$ cat src/rtl/mtr_pwm_drv.sv
// Dual H-bridge PWM driver: one shared period counter and an independent direction FSM per wheel.
// Direction swaps always pass through whole dead periods so a bridge never has both gates driven.

module mtr_pwm_drv #(
    parameter int unsigned PWM_W    = 11,
    parameter int unsigned DEAD_PER = 1
) (
    input  logic             clk,
    input  logic             rst,
    input  logic             en,
    input  logic [PWM_W-1:0] lft_spd,
    input  logic             lft_rev,
    input  logic [PWM_W-1:0] rght_spd,
    input  logic             rght_rev,
    output logic             lft_fwd_pwm,
    output logic             lft_rev_pwm,
    output logic             rght_fwd_pwm,
    output logic             rght_rev_pwm,
    output logic             pwm_synch,
    output logic             dead_lft,
    output logic             dead_rght
);
    localparam int unsigned NCH    = 2;
    localparam int unsigned DCNT_W = 4;
    localparam logic [DCNT_W-1:0] DEAD_LOAD = DCNT_W'(DEAD_PER - 1);

    typedef enum logic [1:0] {
        ST_IDLE = 2'd0,
        ST_FWD  = 2'd1,
        ST_REV  = 2'd2,
        ST_DEAD = 2'd3
    } state_t;

    logic [PWM_W-1:0] cnt;
    logic             cap_c;
    logic [PWM_W-1:0] spd_in [NCH];
    logic             rev_in [NCH];
    logic             fwd_q  [NCH];
    logic             rev_q  [NCH];
    logic             dead_q [NCH];

    // Free-running period counter; wraps with no stall and ignores en.
    always_ff @(posedge clk) begin
        if (rst) begin
            cnt <= '0;
        end else begin
            cnt <= cnt + PWM_W'(1);
        end
    end

    // Last count of the period doubles as the command capture edge.
    assign cap_c     = (cnt == {PWM_W{1'b1}});
    assign pwm_synch = cap_c;

    assign spd_in[0] = lft_spd;
    assign rev_in[0] = lft_rev;
    assign spd_in[1] = rght_spd;
    assign rev_in[1] = rght_rev;

    for (genvar ch = 0; ch < NCH; ch++) begin : g_ch
        state_t            state;
        state_t            state_nxt;
        logic [DCNT_W-1:0] dead_cnt;
        logic [DCNT_W-1:0] dead_cnt_nxt;
        logic [PWM_W-1:0]  spd_q;
        logic [PWM_W-1:0]  spd_nxt;
        logic              want_rev;
        logic              on;
        logic              fwd_nxt;
        logic              rev_nxt;

        always_ff @(posedge clk) begin
            if (rst) begin
                state      <= ST_IDLE;
                dead_cnt   <= '0;
                spd_q      <= '0;
                fwd_q[ch]  <= 1'b0;
                rev_q[ch]  <= 1'b0;
                dead_q[ch] <= 1'b0;
            end else begin
                state      <= state_nxt;
                dead_cnt   <= dead_cnt_nxt;
                spd_q      <= spd_nxt;
                fwd_q[ch]  <= fwd_nxt;
                rev_q[ch]  <= rev_nxt;
                dead_q[ch] <= (state_nxt == ST_DEAD);
            end
        end

        // Direction FSM plus gated compare; pulse is high for cnt = 1..spd_q after the register.
        always_comb begin
            state_nxt    = state;
            dead_cnt_nxt = dead_cnt;
            spd_nxt      = cap_c ? spd_in[ch] : spd_q;
            want_rev     = rev_in[ch];
            on           = (cnt < spd_q);
            fwd_nxt      = en && (state == ST_FWD) && on;
            rev_nxt      = en && (state == ST_REV) && on;

            if (!en) begin
                state_nxt    = ST_IDLE;
                dead_cnt_nxt = '0;
            end else if (cap_c) begin
                case (state)
                    ST_IDLE: begin
                        state_nxt = want_rev ? ST_REV : ST_FWD;
                    end
                    ST_FWD: begin
                        if (want_rev) begin
                            state_nxt    = ST_DEAD;
                            dead_cnt_nxt = DEAD_LOAD;
                        end
                    end
                    ST_REV: begin
                        if (!want_rev) begin
                            state_nxt    = ST_DEAD;
                            dead_cnt_nxt = DEAD_LOAD;
                        end
                    end
                    ST_DEAD: begin
                        // Exit follows the newest command, so a cancelled reversal returns home.
                        if (dead_cnt == '0) begin
                            state_nxt = want_rev ? ST_REV : ST_FWD;
                        end else begin
                            dead_cnt_nxt = dead_cnt - DCNT_W'(1);
                        end
                    end
                    default: begin
                        state_nxt = ST_IDLE;
                    end
                endcase
            end
        end
    end

    assign lft_fwd_pwm  = fwd_q[0];
    assign lft_rev_pwm  = rev_q[0];
    assign rght_fwd_pwm = fwd_q[1];
    assign rght_rev_pwm = rev_q[1];
    assign dead_lft     = dead_q[0];
    assign dead_rght    = dead_q[1];

endmodule

$ cat config.mk
export PLATFORM = sky130hd
export DESIGN_NAME = mtr_pwm_drv
export DESIGN_NICKNAME = d
export VERILOG_FILES = /design/src/rtl/mtr_pwm_drv.sv
export SDC_FILE = /design/constraint.sdc
export NUM_CORES = 1
export LEC_CHECK = 0
export BUFFER_PORTS_ARGS = -buffer_cell sky130_fd_sc_hd__buf_2
export CORE_ASPECT_RATIO = 0.6
export CORE_UTILIZATION = 53
export CTS_BUF_LIST = sky130_fd_sc_hd__clkbuf_4
export DETAILED_ROUTE_END_ITERATION = 10
export PLACE_DENSITY = 0.84
export SLEW_MARGIN = 25
export SYNTH_ARGS = -nofsm -noshare
export SYNTH_HDL_FRONTEND = slang
export SYNTH_SLANG_ARGS = --single-unit
$ cat constraint.sdc
create_clock -name clk -period 2 [get_ports clk]
set_input_delay 0.3 -clock clk [delete_from_list [all_inputs] [get_ports clk]]
set_output_delay 0.3 -clock clk [all_outputs]
set_load 0.01 [all_outputs]
# After elaboration in Yosys (flattened, before gate mapping)
# Memories as Yosys holds them, arrays and structs flattened.
# Cells that the tools add are included.
classes:
  addsub: 3
  order_cmp: 2
  n_eq_ne: 15
  muxes: 31
  n_bitwise: 7
  n_reduce_logical: 17
ops:
  columns: ["op", "n"]
  rows:
  - ["2-to-1 mux 2 bit", 12]
  - ["2-to-1 mux 4 bit", 6]
  - ["one-hot mux 4 bit (3 select lines)", 2]
  - ["less-than comparator 11 bit", 2]
  - ["one-hot mux 2 bit (4 select lines)", 2]
  - ["equality test 2 bit, second input constant", 6]
  - ["!= test 2 bit, second input constant", 6]
  - ["adder 11 x 1 -> 11 bit, second input constant", 1]
  - ["equality test 11 bit, second input constant", 1]
  - ["AND reduction 5 bit", 2]
  - ["2-to-1 mux 1 bit", 9]
  - ["logical AND 1 bit", 8]
  - ["zero test 4 bit", 2]
  - ["subtractor 4 x 1 -> 4 bit, second input constant", 2]
  - ["bitwise OR 1 bit", 6]
  - ["nonzero test 3 bit", 2]
  - ["equality test 2 x 1 -> 1 bit, second input constant", 2]
  - ["zero test 2 bit", 2]
  - ["OR reduction 2 bit", 1]
  - ["inverter 1 bit", 1]
totals:
  ff_bits: 45
  ramBits: 6
  inputBits: 27
  output_inout_bits: 7
  wordCells: 85
  memories: 3
memory_table:
  columns: ["name", "depth", "width", "read_ports", "rd_ports_with_merged_regs", "wr", "line", "text"]
  rows:
  - ["dead_q", 2, 1, 2, 0, 2, "40", "logic dead_q [NCH];"]
  - ["fwd_q", 2, 1, 2, 0, 2, "38", "logic fwd_q [NCH];"]
  - ["rev_q", 2, 1, 2, 0, 2, "39", "logic rev_q [NCH];"]

# Depth between registers and ports, before layout
depth:
  word_depth: 7
  depth_mapped: 8
  mapped_depth_nobuf: 6

# Worst setup path after synthesis
# No wires, ideal clock.
synth_timing:
  path_type: "register to register"
  start: "register cnt[1]"
  end: "register g_ch[0].dead_cnt[1]"
  setup_time_ps: 132
  arrival_ps: 1660
  t_required_ps: 1868
  slack_ps: 208
  stages_incl_launch_ff: 9
  path_buffers: 3
  period_less_slack_ps: 1792
  path_cell_list: "dfxtp_1 ha_1 nand4_1 or3_1 buf_2 buf_2 buf_2 o21ai_0 a21oi_1"
synth_between:
  elab_chain_len: 2
synth_lines:
  columns: ["item", "line", "text"]
  rows:
  - ["start: declaration", "34", "logic [PWM_W-1:0] cnt;"]
  - ["start signal: assignment", "47", "cnt <= cnt + PWM_W'(1);"]
  - ["equality test 11 bit", "52", "assign cap_c = (cnt == {PWM_W{1'b1}});"]
  - ["AND reduction 5 bit (no line)", null, null]
  - ["end signal: assignment", "82", "dead_cnt <= dead_cnt_nxt;"]
  - ["end: declaration", "63", "logic [DCNT_W-1:0] dead_cnt;"]
# Every way passes these cells.
# A chain may end at the register's enable or synchronous reset.

# Final worst setup path
layout_timing:
  start: "register cnt[4]"
  end: "register g_ch[0].dead_cnt[1]"
# The elaborated chain is that of the path after synthesis.

==> impl_metrics.csv <==
group,metric,value,unit
worst_hold_path,holdCritPathClass,"in -> reg",
drt,via_count,2544,
yosys,synth_edf_count,0,
worst_setup_path,rr_worst_depth,6,
flow_run,maxCapViolations,0,
cts,clk_latency,0.37,ns
yosys,synth_top_area_cell,"dfxtp_1",
finish,nets,448,
drt,firstDrtPassIters,4,
global_route,gr-total-overflow,0,
sta,hold_viol,0,
place,place_congestion,0.906,
yosys,ys_top_cells_by_area,"dfxtp_1, ha_1, a21oi_1",
sta,rsz0062_at_grt,"false",
pwr,powerDensity,485,mW/mm^2
sta,period_share,95.7,%
drt,drtAntennaViolNets,0,
sta,fmax,523,MHz
pwr,ir_worst_vdd,0.244,mV
yosys,yosys-top-cells-count,"nand2_1, dfxtp_1, a21oi_1",
floorplan,fp.dieH,58.3,um
cts,cts_hold_buf,0,
cts,clock-sinks,51,
floorplan,initial_core_util,55.1,%
sta,skew,0.0129,ns
floorplan,ios,34,
yosys,synth_top_area_share,36.5,%
outcome,status,"complete, no violations",
worst_setup_path,regToRegSetupSlack,0.09,ns
pwr,comb_power_share,6.6,%
sta,setup_tns,0,ns
cts,path_clk_slew,0.16,ns
worst_setup_path,cp-end-kind,"flop",
finish,synthToLayoutAreaGrowth,18.0,%
cts,cts_tree,"yes",
cts,numCtsBuffers,5,
global_route,grt_pass1_wl,10.3,mm
worst_setup_path,cp_slowest_stage_delay,0.47,ns
global_route,grt_pass1_vias,2284,
cts,cts-root-buf,"clkbuf_4",
drt,dr.first_iter.drc_count,149,
finish,antenna_cells,0,
yosys,syn_nets,401,
sta,slew_violations,0,
worst_setup_path,crit_slowest_cell,"or4_1",
worst_setup_path,worstSetupPathType,"reg -> reg",
drt,avgRoutedWirePerCell,13.9,um
yosys,ys_seq_area_share,36.5,%
pwr,power_switching,398,uW
yosys,synth_area_per_cell,8.16,um^2
worst_setup_path,startpoint_type,"flop",
yosys,yosysMostFrequentCell,"nand2_1",
global_route,grt_max_degree,33,
worst_setup_path,cp_max_fo,18,
finish,drive_gt1_share,20.2,%
floorplan,core_area,0.00508,mm^2
place,io_buffers,33,
drt,viasPerCell,5.57,
yosys,async_flop_share,0,%
pwr,seq_power_share,64.1,%
yosys,synth-seq-cells,51,
sta,setup_viol,0,
cts,clockBufferDepth,2,
drt,wl,6.35,mm
place,hpwl,4.57,mm
floorplan,die_w,95.8,um
sta,slew_headroom,36.1,%
yosys,synthFlopType,"dfxtp_1",
pwr,leakage,0.00123,uW
worst_setup_path,crit_required,2.30,ns
yosys,syn_inst,343,
yosys,synthDistinctLibCells,45,
pwr,intPower,1200,uW
finish,nFillCells,446,
finish,fin_area,0.00330,mm^2
worst_setup_path,path_cells,"nand4_4 > or3_4 > buf_12 > buf_6 > or4_1 > a21oi_1",
sta,layout_min_cycle_time,1.91,ns
yosys,netlist_area,0.00280,mm^2
global_route,antenna_found_initial,0,
place,dpl_cell_area,0.00310,mm^2
pwr,p_clk_share,29.3,%
global_route,globalRouteTotalUtil,24.1,%
pwr,switching_share,24.9,%
drt,drc,0,
sta,worst_pin_slew,0.957,ns
yosys,ys_warn_count,0,
worst_hold_path,hold_depth,2,
floorplan,rows,20,
worst_setup_path,cp.arrival,2.21,ns
floorplan,dieArea,0.00558,mm^2
cts,htreeDepth,2,
## what timing repair did
| action | CTS | global route |
|---|---|---|
| buffers inserted | 3 | 3 |
| pin swaps | 1 | 3 |
| cloned | 1 | 0 |
| resized for setup | 17 | 6 |
| setup endpoints to repair | 1 | 11 |
## flip-flops by register name (all words and copies together) (netlist names)
signal and cells:
rev_q 2, dead_q 2, g_ch.dead_cnt 8, g_ch.state 4
fwd_q 2, cnt 11, g_ch.spd_q 22
## power by group through the flow
stage | logic (uW) | clock network (uW) | registers, uW
after floorplan | 50.5 | 0 | 1050
after global placement | 97.1 | 0 | 1050
after detailed placement | 98.1 | 0 | 1050
after CTS | 105 | 480 | 1030
after global routing | 115 | 512 | 1030
final | 105 | 469 | 1030
## worst paths after layout
check,startpoint,to
hold reg to reg,g_ch[1].spd_q[4],g_ch[1].spd_q[4]
setup / recovery,cnt[4],g_ch[0].dead_cnt[1]
hold / removal,rst,g_ch[0].spd_q[10]
setup reg to reg,cnt[4],g_ch[0].dead_cnt[1]
## cell type report
| cell class | count | area [um^2] | share of cell area, % |
|---|---|---|---|
| Clock buffer | 5 | 37.5 | 1.14 |
| Clock inverter | 3 | 15.0 | 0.455 |
| Inverter | 33 | 136 | 4.13 |
| Multi-Input combinational cell | 245 | 1630 | 49.2 |
| Sequential cell | 51 | 1030 | 31.3 |
| Tap cell | 66 | 82.6 | 2.50 |
| Timing Repair Buffer | 54 | 370 | 11.2 |
## worst max-delay path, delay by kind of cell (launching register included)
family	cells	cell delay (ns)
flip-flops	1	0.38
AO/OA/AOI/OAI	1	0.14
buffers and inverters	2	0.28
AND/OR/NAND/NOR	3	1.04
## routing by layer
metal / GRT usage, % / vias up / part of all wire (%)
li1: - / 1297 / -
met1: 35.3 / 1174 / 52
met2: 36.2 / 69 / 43
met3: 4.99 / 4 / 4.7
met4: 5.54 / 0 / 0.76
met5: 0 / - / 0
## per-stage QoR
step                util (%)  total power [uW]  hold WS [ns]  cells  worst slack, ns
floorplan                  -              1100         0.432    343            0.208
global placement        61.1              1140         0.445    442           0.0605
detailed placement      61.1              1150         0.448    442           0.0958
CTS                     64.3              1610         0.104    454           0.0124
global route            65.0              1650         0.103    457          0.00383
finish                  65.0              1600         0.118    457           0.0862
## cell families (layout without fill, tap and decap cells)
family,after synthesis,count (layout),share of synthesized area [%]
simple gates,120,120,21.8
compound gates,86,86,18.7
flops,51,51,36.5
buf+inv,47,95,6.53
fa+ha+maj,31,31,13.9
xor+xnor,6,6,1.88
mux,2,2,0.716
## cell usage in the layout, fill, tap and decap left out, types with 5 or more instances in the layout
| cell type | n |
|---|---|
| clkbuf_4 | 5 |
| nand3_1 | 7 |
| o21ai_0 | 12 |
| or4_1 | 5 |
| buf_2 | 32 |
| nor3_1 | 6 |
| nand2_1 | 54 |
| ha_1 | 28 |
| dfxtp_1 | 41 |
| a211oi_1 | 6 |
| inv_1 | 32 |
| buf_4 | 18 |
| a21oi_1 | 41 |
| o211ai_1 | 5 |
| nor2_1 | 14 |
| dfxtp_2 | 10 |
Note: power is estimated with default switching activity, not from simulation.
